`config.mk`:
```
export PLATFORM = sky130hd
export DESIGN_NAME = ritc_phase_scan_engine_flat
export DESIGN_NICKNAME = d
export VERILOG_FILES = /design/src/rtl/ritc_phase_scan_engine_pkg.sv /design/src/rtl/ritc_phase_scan_engine_if.sv /design/src/rtl/ritc_ps_step_ctrl.sv /design/src/rtl/ritc_phase_scan_engine.sv /design/src/flat_wrapper.sv
export SDC_FILE = /design/constraint.sdc
export NUM_CORES = 1
export LEC_CHECK = 0
export CAP_MARGIN = 10
export CELL_PAD_IN_SITES_DETAIL_PLACEMENT = 1
export CELL_PAD_IN_SITES_GLOBAL_PLACEMENT = 1
export CORE_ASPECT_RATIO = 1.75
export CORE_UTILIZATION = 42
export CTS_CLUSTER_SIZE = 30
export DETAILED_ROUTE_END_ITERATION = 10
export PLACE_DENSITY_LB_ADDON = 0.1
export SETUP_SLACK_MARGIN = 0.2
export SLEW_MARGIN = 20
export SYNTH_ARGS = -nofsm -noshare
export SYNTH_HDL_FRONTEND = slang
export SYNTH_SLANG_ARGS = --single-unit
```
`constraint.sdc`:
```
create_clock -name i_clk -period 8.2 [get_ports i_clk]
set_input_delay 2.05 -clock i_clk [delete_from_list [all_inputs] [get_ports i_clk]]
set_output_delay 2.05 -clock i_clk [all_outputs]
set_load 0.02 [all_outputs]
```
`src/rtl/ritc_phase_scan_engine_pkg.sv`:
```
// Shared types and constants for the RITC phase-scan engine.
package ritc_phase_scan_engine_pkg;

    // FSM state encodings
    localparam logic [2:0] ST_IDLE    = 3'd0;
    localparam logic [2:0] ST_SETTLE  = 3'd1;
    localparam logic [2:0] ST_COUNT   = 3'd2;
    localparam logic [2:0] ST_REPORT  = 3'd3;
    localparam logic [2:0] ST_STEP    = 3'd4;
    localparam logic [2:0] ST_WAITPS  = 3'd5;
    localparam logic [2:0] ST_RETURN  = 3'd6;
    localparam logic [2:0] ST_WAITRET = 3'd7;

    // Sample-select ranges
    localparam int CH0_BASE = 0;
    localparam int CH1_BASE = 12;
    localparam int CH2_BASE = 24;
    localparam int CLK_BASE = 36;
    localparam int VCDL_SEL = 39;

    // Width of the PSDONE timeout counter (timeout must fit in it)
    localparam int PS_CNT_W = 6;

    typedef logic [5:0] sel_t;
    typedef logic [9:0] step_t;

    // Scan configuration captured at START
    typedef struct packed {
        sel_t  sel;
        step_t n;
    } scan_cfg_t;

    // Pick one resynchronised sample bit; selections above VCDL read as 0
    function automatic logic select_sample(
        input sel_t        sel,
        input logic [11:0] ch0,
        input logic [11:0] ch1,
        input logic [11:0] ch2,
        input logic [2:0]  clk_s,
        input logic        vcdl
    );
        logic bit_sel;
        bit_sel = 1'b0;
        if (sel < sel_t'(CH1_BASE))
            bit_sel = ch0[4'(sel - sel_t'(CH0_BASE))];
        else if (sel < sel_t'(CH2_BASE))
            bit_sel = ch1[4'(sel - sel_t'(CH1_BASE))];
        else if (sel < sel_t'(CLK_BASE))
            bit_sel = ch2[4'(sel - sel_t'(CH2_BASE))];
        else if (sel < sel_t'(VCDL_SEL))
            bit_sel = clk_s[2'(sel - sel_t'(CLK_BASE))];
        else if (sel == sel_t'(VCDL_SEL))
            bit_sel = vcdl;
        return bit_sel;
    endfunction

endpackage

```
`src/rtl/ritc_phase_scan_engine_if.sv`:
```
// Control, sample, MMCM phase-shift and result signals of the phase-scan engine.
interface ritc_phase_scan_engine_if
    import ritc_phase_scan_engine_pkg::*;
#(
    parameter int NSAMP_BITS = 8
);
    logic                start;
    sel_t                sel;
    step_t               nsteps;
    logic [2:0]          clock_in;
    logic [11:0]         ch0_in;
    logic [11:0]         ch1_in;
    logic [11:0]         ch2_in;
    logic                vcdl_in;
    logic                psen;
    logic                psincdec;
    logic                psdone;
    logic                res_valid;
    logic                res_ready;
    step_t               res_step;
    logic [NSAMP_BITS:0] res_count;
    logic                busy;
    logic                done;
    logic                err;

    modport slave (
        input  start, sel, nsteps, clock_in, ch0_in, ch1_in, ch2_in, vcdl_in,
        input  psdone, res_ready,
        output psen, psincdec, res_valid, res_step, res_count, busy, done, err
    );

    modport master (
        output start, sel, nsteps, clock_in, ch0_in, ch1_in, ch2_in, vcdl_in,
        output psdone, res_ready,
        input  psen, psincdec, res_valid, res_step, res_count, busy, done, err
    );
endinterface

```
`src/rtl/ritc_ps_step_ctrl.sv`:
```
// Issues one MMCM phase-shift request and waits for PSDONE or a timeout.
// PSEN is registered, so it rises the cycle after i_req. PSDONE is accepted
// from the cycle after PSEN; if none has arrived by PS_TIMEOUT-1 cycles after
// PSEN, o_timeout pulses (the engine's ERR then shows PS_TIMEOUT cycles after PSEN).
module ritc_ps_step_ctrl
    import ritc_phase_scan_engine_pkg::*;
#(
    parameter int PS_TIMEOUT = 63
)(
    input  logic i_clk,
    input  logic i_rst,
    input  logic i_req,
    input  logic i_inc,
    input  logic i_psdone,
    output logic o_psen,
    output logic o_psincdec,
    output logic o_done,
    output logic o_timeout
);
    logic                r_busy;
    logic                r_psen;
    logic                r_psincdec;
    logic [PS_CNT_W-1:0] r_wait;
    logic                w_ack;
    logic                w_expired;

    // PSDONE coincident with PSEN is treated as stale and ignored
    assign w_ack     = r_busy && !r_psen && i_psdone;
    assign w_expired = r_busy && !w_ack && (r_wait == PS_CNT_W'(PS_TIMEOUT - 1));

    // One shift in flight at a time; wait counter restarts with each PSEN
    always_ff @(posedge i_clk) begin
        if (i_rst) begin
            r_busy     <= 1'b0;
            r_psen     <= 1'b0;
            r_psincdec <= 1'b0;
            r_wait     <= '0;
        end else begin
            r_psen <= 1'b0;
            if (!r_busy) begin
                if (i_req) begin
                    r_busy     <= 1'b1;
                    r_psen     <= 1'b1;
                    r_psincdec <= i_inc;
                    r_wait     <= '0;
                end
            end else if (w_ack || w_expired) begin
                r_busy <= 1'b0;
            end else begin
                r_wait <= r_wait + 1'b1;
            end
        end
    end

    assign o_psen     = r_psen;
    assign o_psincdec = r_psincdec;
    assign o_done     = w_ack;
    assign o_timeout  = w_expired;
endmodule

```
`src/rtl/ritc_phase_scan_engine.sv`:
```
// Phase-scan engine: counts ones of a selected sample bit over a fixed window
// at each MMCM fine-phase step, streams the counts, then walks the phase back.
module ritc_phase_scan_engine
    import ritc_phase_scan_engine_pkg::*;
#(
    parameter int NSAMP_BITS = 8,
    parameter int SETTLE     = 4,
    parameter int PS_TIMEOUT = 63
)(
    input  logic                     i_clk,
    input  logic                     i_rst,
    ritc_phase_scan_engine_if.slave  io_bus
);
    localparam int SW = (SETTLE > 1) ? $clog2(SETTLE) : 1;

    logic [2:0]          r_state;
    scan_cfg_t           r_cfg;
    step_t               r_step;
    step_t               r_ret;
    step_t               r_res_step;
    logic [SW-1:0]       r_settle;
    logic [NSAMP_BITS-1:0] r_win;
    logic [NSAMP_BITS:0] r_count;
    logic [NSAMP_BITS:0] r_res_count;
    logic                r_bit;
    logic                r_res_valid;
    logic                r_busy;
    logic                r_done;
    logic                r_err;

    logic                w_req;
    logic                w_inc;
    logic                w_ps_done;
    logic                w_ps_timeout;
    logic                w_psen;
    logic                w_psincdec;
    logic [NSAMP_BITS:0] w_count_next;

    assign w_req        = (r_state == ST_STEP) || (r_state == ST_RETURN);
    assign w_inc        = (r_state == ST_STEP);
    assign w_count_next = r_count + {{NSAMP_BITS{1'b0}}, r_bit};

    ritc_ps_step_ctrl #(.PS_TIMEOUT(PS_TIMEOUT)) u_step_ctrl (
        .i_clk      (i_clk),
        .i_rst      (i_rst),
        .i_req      (w_req),
        .i_inc      (w_inc),
        .i_psdone   (io_bus.psdone),
        .o_psen     (w_psen),
        .o_psincdec (w_psincdec),
        .o_done     (w_ps_done),
        .o_timeout  (w_ps_timeout)
    );

    // Scan sequencing, sample mux pipeline stage, window counter and result register
    always_ff @(posedge i_clk) begin
        if (i_rst) begin
            r_state     <= ST_IDLE;
            r_cfg       <= '0;
            r_step      <= '0;
            r_ret       <= '0;
            r_res_step  <= '0;
            r_settle    <= '0;
            r_win       <= '0;
            r_count     <= '0;
            r_res_count <= '0;
            r_bit       <= 1'b0;
            r_res_valid <= 1'b0;
            r_busy      <= 1'b0;
            r_done      <= 1'b0;
            r_err       <= 1'b0;
        end else begin
            r_done <= 1'b0;
            r_bit  <= select_sample(r_cfg.sel, io_bus.ch0_in, io_bus.ch1_in,
                                    io_bus.ch2_in, io_bus.clock_in, io_bus.vcdl_in);
            case (r_state)
                ST_IDLE: begin
                    if (io_bus.start) begin
                        r_cfg.sel <= io_bus.sel;
                        r_cfg.n   <= (io_bus.nsteps == '0) ? step_t'(1) : io_bus.nsteps;
                        r_step    <= '0;
                        r_err     <= 1'b0;
                        r_busy    <= 1'b1;
                        r_settle  <= '0;
                        r_state   <= ST_SETTLE;
                    end
                end
                ST_SETTLE: begin
                    if (r_settle == SW'(SETTLE - 1)) begin
                        r_count <= '0;
                        r_win   <= '0;
                        r_state <= ST_COUNT;
                    end else begin
                        r_settle <= r_settle + 1'b1;
                    end
                end
                ST_COUNT: begin
                    r_count <= w_count_next;
                    r_win   <= r_win + 1'b1;
                    if (&r_win) begin
                        r_res_count <= w_count_next;
                        r_res_step  <= r_step;
                        r_res_valid <= 1'b1;
                        r_state     <= ST_REPORT;
                    end
                end
                ST_REPORT: begin
                    if (io_bus.res_ready) begin
                        r_res_valid <= 1'b0;
                        if (r_step != r_cfg.n - step_t'(1)) begin
                            r_state <= ST_STEP;
                        end else if (r_step == '0) begin
                            r_done  <= 1'b1;
                            r_busy  <= 1'b0;
                            r_state <= ST_IDLE;
                        end else begin
                            r_ret   <= r_step;
                            r_state <= ST_RETURN;
                        end
                    end
                end
                ST_STEP:   r_state <= ST_WAITPS;
                ST_WAITPS: begin
                    if (w_ps_done) begin
                        r_step   <= r_step + step_t'(1);
                        r_settle <= '0;
                        r_state  <= ST_SETTLE;
                    end else if (w_ps_timeout) begin
                        r_err   <= 1'b1;
                        r_done  <= 1'b1;
                        r_busy  <= 1'b0;
                        r_state <= ST_IDLE;
                    end
                end
                ST_RETURN: r_state <= ST_WAITRET;
                ST_WAITRET: begin
                    if (w_ps_done) begin
                        if (r_ret == step_t'(1)) begin
                            r_done  <= 1'b1;
                            r_busy  <= 1'b0;
                            r_state <= ST_IDLE;
                        end else begin
                            r_ret   <= r_ret - step_t'(1);
                            r_state <= ST_RETURN;
                        end
                    end else if (w_ps_timeout) begin
                        r_err   <= 1'b1;
                        r_done  <= 1'b1;
                        r_busy  <= 1'b0;
                        r_state <= ST_IDLE;
                    end
                end
                default: r_state <= ST_IDLE;
            endcase
        end
    end

    assign io_bus.psen      = w_psen;
    assign io_bus.psincdec  = w_psincdec;
    assign io_bus.res_valid = r_res_valid;
    assign io_bus.res_step  = r_res_step;
    assign io_bus.res_count = r_res_count;
    assign io_bus.busy      = r_busy;
    assign io_bus.done      = r_done;
    assign io_bus.err       = r_err;
endmodule

```
`src/flat_wrapper.sv`:
```
// flat-port wrapper written by rule: the top's interface ports become plain ports
module ritc_phase_scan_engine_flat import ritc_phase_scan_engine_pkg::*;
#(
    parameter int NSAMP_BITS = 8,
    parameter int SETTLE     = 4,
    parameter int PS_TIMEOUT = 63
)
  (i_clk, i_rst, io_bus_start, io_bus_sel, io_bus_nsteps, io_bus_clock_in, io_bus_ch0_in, io_bus_ch1_in, io_bus_ch2_in, io_bus_vcdl_in, io_bus_psdone, io_bus_res_ready, io_bus_psen, io_bus_psincdec, io_bus_res_valid, io_bus_res_step, io_bus_res_count, io_bus_busy, io_bus_done, io_bus_err);
  ritc_phase_scan_engine_if #(.NSAMP_BITS(NSAMP_BITS)) io_bus_i ();
  input  logic i_clk;
  input  logic i_rst;
  input wire logic [$bits(io_bus_i.start)-1:0] io_bus_start;
  input wire logic [$bits(io_bus_i.sel)-1:0] io_bus_sel;
  input wire logic [$bits(io_bus_i.nsteps)-1:0] io_bus_nsteps;
  input wire logic [$bits(io_bus_i.clock_in)-1:0] io_bus_clock_in;
  input wire logic [$bits(io_bus_i.ch0_in)-1:0] io_bus_ch0_in;
  input wire logic [$bits(io_bus_i.ch1_in)-1:0] io_bus_ch1_in;
  input wire logic [$bits(io_bus_i.ch2_in)-1:0] io_bus_ch2_in;
  input wire logic [$bits(io_bus_i.vcdl_in)-1:0] io_bus_vcdl_in;
  input wire logic [$bits(io_bus_i.psdone)-1:0] io_bus_psdone;
  input wire logic [$bits(io_bus_i.res_ready)-1:0] io_bus_res_ready;
  output wire logic [$bits(io_bus_i.psen)-1:0] io_bus_psen;
  output wire logic [$bits(io_bus_i.psincdec)-1:0] io_bus_psincdec;
  output wire logic [$bits(io_bus_i.res_valid)-1:0] io_bus_res_valid;
  output wire logic [$bits(io_bus_i.res_step)-1:0] io_bus_res_step;
  output wire logic [$bits(io_bus_i.res_count)-1:0] io_bus_res_count;
  output wire logic [$bits(io_bus_i.busy)-1:0] io_bus_busy;
  output wire logic [$bits(io_bus_i.done)-1:0] io_bus_done;
  output wire logic [$bits(io_bus_i.err)-1:0] io_bus_err;
  assign io_bus_i.start = io_bus_start;
  assign io_bus_i.sel = io_bus_sel;
  assign io_bus_i.nsteps = io_bus_nsteps;
  assign io_bus_i.clock_in = io_bus_clock_in;
  assign io_bus_i.ch0_in = io_bus_ch0_in;
  assign io_bus_i.ch1_in = io_bus_ch1_in;
  assign io_bus_i.ch2_in = io_bus_ch2_in;
  assign io_bus_i.vcdl_in = io_bus_vcdl_in;
  assign io_bus_i.psdone = io_bus_psdone;
  assign io_bus_i.res_ready = io_bus_res_ready;
  assign io_bus_psen = io_bus_i.psen;
  assign io_bus_psincdec = io_bus_i.psincdec;
  assign io_bus_res_valid = io_bus_i.res_valid;
  assign io_bus_res_step = io_bus_i.res_step;
  assign io_bus_res_count = io_bus_i.res_count;
  assign io_bus_busy = io_bus_i.busy;
  assign io_bus_done = io_bus_i.done;
  assign io_bus_err = io_bus_i.err;
  ritc_phase_scan_engine #(.NSAMP_BITS(NSAMP_BITS), .SETTLE(SETTLE), .PS_TIMEOUT(PS_TIMEOUT)) u_core (.i_clk(i_clk), .i_rst(i_rst), .io_bus(io_bus_i));
endmodule
```
==> results.txt <==
Worst path max stage delay = 0.53 ns
RSZ-0062 raised after global routing = false
DRC violation count after routing = 8
Fin. Hold Viols = 0
Post-CTS Setup Repair Bufs = 0
most frequent cells in the layout = 98 x nand2_1, 91 x dfxtp_1, 84 x nor2_1, 84 x clkdlybuf4s50_1, 59 x a21oi_1
min Tclk post-route = 4.227 ns
Min Hold Slack = 0.4559 ns
WL/cell = 18.20 um
final worst path period share = 51.55%
Post-Synth Simple-Gate Area = 25.68%
main combinational cell family by area after synthesis = simple AND/OR/NAND/NOR gates
syn_area_per_cell = 7.958 um2
Final Instance Count excl. Fillers = 828
antenna cell count = 0
dpl cells = 812
Final #Nets = 763
all-layer global routing usage = 25.09%
drt via density = 5.815
status = finished with violations
Post-synth ARST share = 0%
post-synth top area share = 36.34%
crit path kind = in2reg
antenna-violating nets left = 0
Slew Limit Fails = 0
CP max FO = 7
Tightest Hold Check Type = reg2reg
initial antenna violation count = 0
most common cell after layout, fill and taps aside = nand2_1
TritonRoute pass-1 iters = 8
Worst-path clk slew = 0.07 ns
core area = 0.01158 mm2
Hold Crit Depth = 2
DR iter-0 viols = 239
Yosys cell types = 62
via count = 4,815
R2R depth = 6
synthesized area = 0.005014 mm2
LEAKAGE = 2.161 nW
WL final = 15.07 mm
fillcell total = 1,409
Initial Util = 43.29%
Post-CTS Hold Buffers = 0
root buf cell = clkbuf_16
cells after synthesis = 630
worst-margin pin slew = 0.8901 ns
#FFs+latches synth = 91
Synth Warn # = 0
TNS Setup = 0 ns
pin count of the biggest net entering global routing = 73
crit start category = primary input
Longest Clk Path Bufs = 2
die area = 0.01240 mm2
Rel. slew slack = 40.44%
mux contribution to synthesized area = 6.464%
cell mode on critical path = nor2_1
worst skew pair latency = 0.35 ns
complex-gate fraction of the synthesized area = 19.12%
grt ovf = 0
I/O pin total = 86
number of global-route vias before repair = 5,158
Worst Path Arrival = 4.45 ns
H-Tree Level Count = 3
fmax = 236.6 MHz
# clock sinks = 91
Crit-path slowest cell = nor4_1
CP required = 8.43 ns
ys flop type = dfxtp_1
cell taking the most area after synthesis = dfxtp_1
Port Buffer Count = 85
share of cells above drive strength 1 = 5.772%
gpl congestion = 0.7888
Peak VDD IR = 101.5 uV
clk_skew = 0.009079 ns
CP endpoint kind = flop
Die Ht = 146.5 um
Synth Area in Adders = 3.494%
row count = 52
crit-path cells = clkdlybuf4s50_1 > nand2_1 > or2_2 > nor3_1 > nor2_1 > nor4_1 > nand3_1 > xor2_1 > nor2_1
total CTS buffers = 9
DP Wirelength = 11.15 mm
sequential share of the synthesized area = 36.34%
Post-Synth XOR/XNOR Area = 4.717%
Power Density = 158.8 mW/mm2
Post-Syn Nets = 705
Chip Width = 84.59 um
TritonCTS clock tree = yes
Resized Gates After CTS = 0
Final setup viols = 0
worst reg-to-reg setup slack = 4.89 ns
first-pass GRT wire length = 24.82 mm
EDFF count, synth = 0
maxcap violations = 0
top cells by area, synth = dfxtp_1 36%, nand2_1 7.3%, nor2_1 6.3%
Layout area overhead = 22.88%
failing checks = design-rule violations
==> final timing paths <==
path	from	to
hold / removal	u_core.io_bus.res_step[8]	u_core.io_bus.res_step[8]
hold reg to reg	u_core.io_bus.res_step[8]	u_core.io_bus.res_step[8]
setup / recovery	io_bus_psdone	u_core.r_step[9]
setup reg to reg	u_core.r_state[1]	u_core.io_bus.res_count[4]
==> metrics by stage <==
stage	utilization (%)	instance area (um2)	total power [mW]	setup WS [ns]
final	53.20	6161	0.9783	3.973
after global routing	53.20	6161	1.014	3.620
after CTS	53.20	6161	0.9864	3.958
after detailed placement	50.72	5874	0.5851	3.604
after global placement	50.72	5874	0.5804	3.783
after floorplan	-	5014	0.5332	4.375
==> synth_stat cells, types with 9 or more instances <==
library cell / instances
and3_1: 10
mux4_2: 9
nor2_1: 84
xor2_1: 11
clkbuf_1: 33
a211oi_1: 9
nand2b_1: 11
dfxtp_1: 91
nor3_1: 12
xnor2_1: 16
a21oi_1: 59
ha_1: 14
nand3_1: 16
mux2i_1: 11
inv_1: 10
nand2_1: 98
o21ai_0: 30
==> report_power, final <==
part	total, mW	leakage (nW)	internal, mW	switching (mW)
Clock	0.404	0.135	0.211	0.193
Combinational	0.110	1.29	0.0600	0.0500
Sequential	0.465	0.736	0.449	0.0157
Total	0.978	2.16	0.720	0.258
==> logic make-up (layout without fill, tap and decap cells) <==
group | count (synthesis) | in the layout
and+or+nand+nor | 273 | 273
muxes | 21 | 21
xor gates and xnor gates | 27 | 27
DFF | 91 | 91
AOI/OAI and AO/OA | 153 | 153
adders and majority gates | 14 | 14
buffers and inverters | 51 | 114
==> flip-flops by register name, indices dropped and copies added, names as in the netlist, 2 cells and up <==
register,flops
u_core.io_bus.res_step,10
u_core.r_settle,2
u_core.r_count,9
u_core.u_step_ctrl.r_wait,6
u_core.io_bus.res_count,9
u_core.r_state,3
u_core.r_win,8
u_core.r_cfg,16
u_core.r_ret,10
u_core.r_step,10
==> area by class of cell <==
class | instances | area [um2] | share of cell area, %
Sequential cell | 91 | 1822 | 29.57
Clock buffer | 9 | 225.2 | 3.656
Timing Repair Buffer | 87 | 860.8 | 13.97
Clock inverter | 7 | 61.31 | 0.9951
Inverter | 11 | 41.29 | 0.6702
Tap cell | 135 | 168.9 | 2.742
Multi-Input combinational cell | 488 | 2982 | 48.40
==> routing by layer <==
layer,up-vias,global-route usage [%],share of wire (%)
met4,0,7.203,1.3
met5,-,0,0
li1,2346,-,-
met3,13,3.674,2.6
met2,64,51.26,58
met1,2392,25.32,39
==> worst max-delay path, delay by kind of cell <==
family                 cells  cell delay (ns)
buffers and inverters      1             0.46
XOR/XNOR                   1             0.21
AND/OR/NAND/NOR            7             1.73
No activity file was read; power rests on OpenSTA's default activity.
